File: config.mk
export PLATFORM = sky130hd
export DESIGN_NAME = conv_window_gen
export DESIGN_NICKNAME = d
export VERILOG_FILES = /design/src/rtl/conv_window_gen.sv
export SDC_FILE = /design/constraint.sdc
export NUM_CORES = 2
export LEC_CHECK = 0
export ABC_CLOCK_PERIOD_IN_PS = 13900
export BUFFER_PORTS_ARGS = -buffer_cell sky130_fd_sc_hd__clkbuf_2
export CORE_UTILIZATION = 40
export CTS_CLUSTER_DIAMETER = 60
export DETAILED_ROUTE_END_ITERATION = 6
export SLEW_MARGIN = 20
export SYNTH_ARGS = -nofsm -noshare
export SYNTH_HDL_FRONTEND = slang
export SYNTH_SLANG_ARGS = --single-unit
File: constraint.sdc
create_clock -name clk -period 13.9 [get_ports clk]
set_input_delay 1.39 -clock clk [delete_from_list [all_inputs] [get_ports clk]]
set_output_delay 1.39 -clock clk [all_outputs]
set_load 0.03 [all_outputs]
File: src/rtl/conv_window_gen.sv
// conv_window_gen: turns a raster-order pixel stream into K-tall vertical
// columns (one per accepted pixel) for a downstream KxK convolution engine.
// K-1 circular line buffers, indexed by column, hold the previous rows.
// Geometry (N0 or N1 side length) is latched when a frame starts.
//
// Handshake: din is taken on every cycle where din_valid=1 and the FSM is in
// FILL or STREAM with start still high; there is no backpressure. taps and
// the indices are registered one cycle after acceptance. tvalid marks the
// cycles whose column is complete (rows K-1 and later). Columns from FILL
// still update taps, but tvalid stays low for them.
module conv_window_gen #(
    parameter int DW   = 16,
    parameter int K    = 5,
    parameter int N0   = 28,
    parameter int N1   = 12,
    parameter int NMAX = 28
) (
    input  logic            clk,
    input  logic            rstn,
    input  logic            start,
    input  logic            state,
    input  logic [DW-1:0]   din,
    input  logic            din_valid,
    output logic [K*DW-1:0] taps,
    output logic            tvalid,
    output logic [4:0]      col_idx,
    output logic [4:0]      row_idx,
    output logic            frame_done,
    output logic [1:0]      o_dbg_state
);

    typedef enum logic [1:0] {
        S_IDLE   = 2'd0,
        S_FILL   = 2'd1,
        S_STREAM = 2'd2,
        S_DONE   = 2'd3
    } fsm_t;

    localparam logic [4:0] N0_W       = 5'(N0);
    localparam logic [4:0] N1_W       = 5'(N1);
    localparam logic [4:0] FILL_LAST  = 5'(K - 2);

    fsm_t              r_fsm;
    fsm_t              w_fsm_nxt;
    logic [4:0]        r_ni;
    logic [4:0]        r_col;
    logic [4:0]        r_row;
    logic [DW-1:0]     r_lb [K-1][NMAX];
    logic [K*DW-1:0]   r_taps;
    logic              r_tvalid;
    logic [4:0]        r_col_idx;
    logic [4:0]        r_row_idx;
    logic              r_last_d;
    logic              r_frame_done;

    logic              w_active;
    logic              w_accept;
    logic              w_col_last;
    logic              w_row_last;
    logic              w_last_pix;
    logic [K*DW-1:0]   w_column;

    // A pixel is accepted only while a frame is running and start is still high;
    // a falling start on the same cycle drops the pixel.
    always_comb begin
        w_active   = (r_fsm == S_FILL) || (r_fsm == S_STREAM);
        w_accept   = w_active && start && din_valid;
        w_col_last = (r_col == r_ni - 5'd1);
        w_row_last = (r_row == r_ni - 5'd1);
        w_last_pix = w_accept && (r_fsm == S_STREAM) && w_col_last && w_row_last;
    end

    // State register.
    always_ff @(posedge clk or negedge rstn) begin
        if (!rstn) r_fsm <= S_IDLE;
        else       r_fsm <= w_fsm_nxt;
    end

    // Next-state logic; DONE waits for start to drop so frames never auto-restart.
    always_comb begin
        w_fsm_nxt = r_fsm;
        case (r_fsm)
            S_IDLE: begin
                if (start) w_fsm_nxt = S_FILL;
            end
            S_FILL: begin
                if (!start)
                    w_fsm_nxt = S_IDLE;
                else if (w_accept && w_col_last && (r_row == FILL_LAST))
                    w_fsm_nxt = S_STREAM;
            end
            S_STREAM: begin
                if (!start)          w_fsm_nxt = S_IDLE;
                else if (w_last_pix) w_fsm_nxt = S_DONE;
            end
            S_DONE: begin
                if (!start) w_fsm_nxt = S_IDLE;
            end
            default: w_fsm_nxt = S_IDLE;
        endcase
    end

    // Latch the layer geometry on IDLE->FILL; later changes of state are ignored.
    always_ff @(posedge clk or negedge rstn) begin
        if (!rstn)
            r_ni <= N0_W;
        else if ((r_fsm == S_IDLE) && start)
            r_ni <= state ? N1_W : N0_W;
    end

    // Column/row counters: cleared while idle or when start drops, advanced per accepted pixel.
    always_ff @(posedge clk or negedge rstn) begin
        if (!rstn) begin
            r_col <= '0;
            r_row <= '0;
        end else if ((r_fsm == S_IDLE) || !start) begin
            r_col <= '0;
            r_row <= '0;
        end else if (w_accept) begin
            if (w_col_last) begin
                r_col <= '0;
                r_row <= r_row + 5'd1;
            end else begin
                r_col <= r_col + 5'd1;
            end
        end
    end

    // Line buffers shift one row deeper at the current column; contents are not reset.
    always_ff @(posedge clk) begin
        if (w_accept) begin
            r_lb[0][r_col] <= din;
            for (int j = 1; j < K - 1; j++)
                r_lb[j][r_col] <= r_lb[j-1][r_col];
        end
    end

    // Assemble the column from pre-write buffer contents: oldest row on top.
    always_comb begin
        w_column           = '0;
        w_column[DW-1:0]   = din;
        for (int j = 0; j < K - 1; j++)
            w_column[(j+1)*DW +: DW] = r_lb[j][r_col];
    end

    // Output register: one-cycle latency after acceptance; taps hold when idle.
    always_ff @(posedge clk or negedge rstn) begin
        if (!rstn) begin
            r_taps    <= '0;
            r_tvalid  <= 1'b0;
            r_col_idx <= '0;
            r_row_idx <= '0;
        end else begin
            r_tvalid <= w_accept && (r_fsm == S_STREAM);
            if (w_accept) begin
                r_taps    <= w_column;
                r_col_idx <= r_col;
                r_row_idx <= r_row;
            end
        end
    end

    // frame_done follows the final tvalid by one cycle: two-stage delay of the last pixel.
    always_ff @(posedge clk or negedge rstn) begin
        if (!rstn) begin
            r_last_d     <= 1'b0;
            r_frame_done <= 1'b0;
        end else begin
            r_last_d     <= w_last_pix;
            r_frame_done <= r_last_d;
        end
    end

    assign taps        = r_taps;
    assign tvalid      = r_tvalid;
    assign col_idx     = r_col_idx;
    assign row_idx     = r_row_idx;
    assign frame_done  = r_frame_done;
    assign o_dbg_state = r_fsm;

endmodule

==> flow_summary.toml <==
[clock_tree]
cts_resized = 0
cts-buffers-inserted = 193
h-tree-depth = 4
clockRootBuffer = "clkbuf_16"
postCtsSetupBuffers = 0
clkSinkCount = 1898
clock_latency_ns = 0.82
postCtsHoldBufs = 0
clk_pin_slew_ns = 0.06
cts_tree = "done"
clockBufferDepth = 3

[synthesis]
synth.distinct_cells = 59
syn_area_um2 = 72400
async_reset_ff_share_pct = 5.58
synth_area_leaders = "edfxtp_1 74%, mux4_2 6.8%, mux2i_1 6.2%"
ys_ff_latch = 1898
yosysTopAreaCell = "edfxtp_1"
synth_edf_count = 1792
synth.top_cell.area_share_pct = 74.3
synth_top_flop_cell = "edfxtp_1"
netlist_instances = 3590
synth-seq-area-share_pct = 78.0
avgSynthCellArea_um2 = 20.2
synthesis.nets = 3620
synth_warnings = 0

[placed_design]
place_hpwl_mm = 107
port_buffers = 114
finalWeightedCongestion = 0.770

[pwr]
peakVddDrop_mv = 0.0968
p_leak_nw = 25.4
power_mw = 13.2
powerDensity_nw_per_um2 = 160

[detailed_routing]
vias = 37122
wl_mm = 204
drtIter0Drc = 4273
via_per_inst = 5.85
antenna_left = 0
remaining_drc_errors = 0
drtPass1Iterations = 7
routedWlPerCell_um = 32.1

[floorplan]
initial_utilization_pct = 40.4
die_area_um2 = 183000
die_h_um = 428
pin_count = 115
core_region_area_um2 = 179000
rows = 155
chipWidth_um = 428

[critical_path]
critPathKind = "reg -> reg"
cp-start-kind = "flop"
worstReg2RegStart = "r_col[0]"
r2r_end = "taps[25]"
reg2reg_slack_ns = 7.80
cp_max_fo = 53
cp.arrival_ns = 6.78
rr_worst_depth = 8
critical_path.top_delay_family = "buffers and inverters"
end_kind = "flop"
crit_chain = "buf_4 > buf_4 > buf_4 > mux4_2 > a22o_1 > a221oi_2 > nand3_1 > mux2_2"
critPathRequiredTime_ns = 14.58
cp.buffers_inverters = 3
crit_slowest_cell = "dfrtp_4"
slowest_delay_ns = 0.93
path_common_cell = "buf_4"

[global_route]
grt_pass1_vias = 36954
grt_first_pass_wirelength_mm = 284
grt_start_max_net_pins = 102
grt_antenna_before_repair = 5
overflow = 0
grt_use_total_pct = 22.2

[layout]
nNetsFinal = 3850
drive_above_1_share_pct = 22.3
mostFrequentLayoutCell = "edfxtp_1"
syn2layout_area_growth_pct = 13.9
layout_common_cells = "1792 x edfxtp_1, 449 x mux2i_1, 218 x mux4_2"

[timing]
timing.fmax_mhz = 164
tightest_slew_ns = 1.13
hold_ws_ns = 0.350
layout_min_cycle_time_ns = 6.10
finalHoldViolations = 0
period_share_pct = 43.9
setup_viol = 0
max_slew_margin_pct = 24.2
rsz0062_at_grt = "false"
final_max_slew_viol_count = 0
tns_ns = 0
finClkSkew_ns = 0.0319

[hold_path]
holdPathStages = 0
hold_class = "reg -> reg"
hp-start = "r_last_d"
min_to = "frame_done"

[run]
cap_viol_max_count = 0

[status]
status = "finished clean"
==> registers in the layout, summed over array words and instances (netlist names) <==
signal / count
r_ni: 1
r_row: 5
col_idx: 5
frame_done: 1
row_idx: 5
r_lb: 1792
r_last_d: 1
tvalid: 1
taps: 80
r_col: 5
o_dbg_state: 2
==> worst max path at each step <==
stage | from | to | slack, ns | cells past startpoint
detailed placement | r_col[0] | taps[25] | 7.85 | 8
CTS | r_col[0] | taps[25] | 7.77 | 8
global placement | r_col[0] | taps[25] | 7.87 | 8
floorplan | din_valid | r_lb[0][0] | 8.32 | 6
global route | r_col[0] | taps[25] | 7.47 | 8
finish | r_col[0] | taps[25] | 7.80 | 8
==> final cells by class <==
type	instances	area (um^2)
flip-flops and latches	1898	56500
multi-input cells	1488	15200
repair buffers	235	1520
clock inverters	97	1010
clock buffers	261	5300
inverters	4	15.0
diodes	3	7.51
fillers	15008	96700
well taps	2355	2950
==> synth_stat cells, drive strengths merged (3+ instances only) <==
library cell	count
edfxtp	1792
mux2i	449
mux4	218
buf	145
o22ai	144
nand2	140
a22oi	106
dfrtp	105
nor2	82
mux2	71
nand3	63
clkbuf	55
a221oi	27
a211oi	25
nor4	25
o21ai	19
a31oi	18
a22o	9
ha	9
nor3	8
xor2	7
a32oi	6
nand4bb	6
nor2b	6
or4b	5
and2	4
inv	4
nand4b	4
a211o	3
a21oi	3
and3b	3
nand2b	3
nand4	3
nor3b	3
==> metal layers <==
metal	vias to the layer above	wire length, um	global-route usage, %
met2	1701	98500	36.0
li1	15235	-	-
met1	19896	84500	31.1
met5	-	0	0
met3	290	15200	3.24
met4	0	5350	6.61
==> cell families (layout without fill, tap and decap cells) <==
logic type                 count (synthesis)  in the layout  synth area share, %
AOI/OAI and AO/OA                        368            368                 3.63
adders and majority gates                  9              9                0.155
and+or+nand+nor                          364            364                 2.42
buffers and inverters                    204            597                 1.62
other                                      0              3                    0
DFF                                     1898           1898                 78.0
xor gates and xnor gates                   9              9                0.109
muxes                                    738            738                 14.1
==> report_power, final <==
group | internal, mW | switching, mW
logic | 0.393 | 0.916
clock network | 2.99 | 2.18
registers | 6.57 | 0.145
total | 9.96 | 3.24
==> through the flow <==
step	instances	setup WS [ns]	instance area, um^2	utilization, %
3_3_place_gp	5979	7.87	76100	42.4
4_1_cts	6337	7.77	82400	46.0
2_1_floorplan	3590	8.32	72400	-
5_1_grt	6338	7.47	82500	46.0
3_5_place_dp	5979	7.85	76100	42.5
6_report	6341	7.80	82500	46.0
Power figures use the tool's default switching activity.
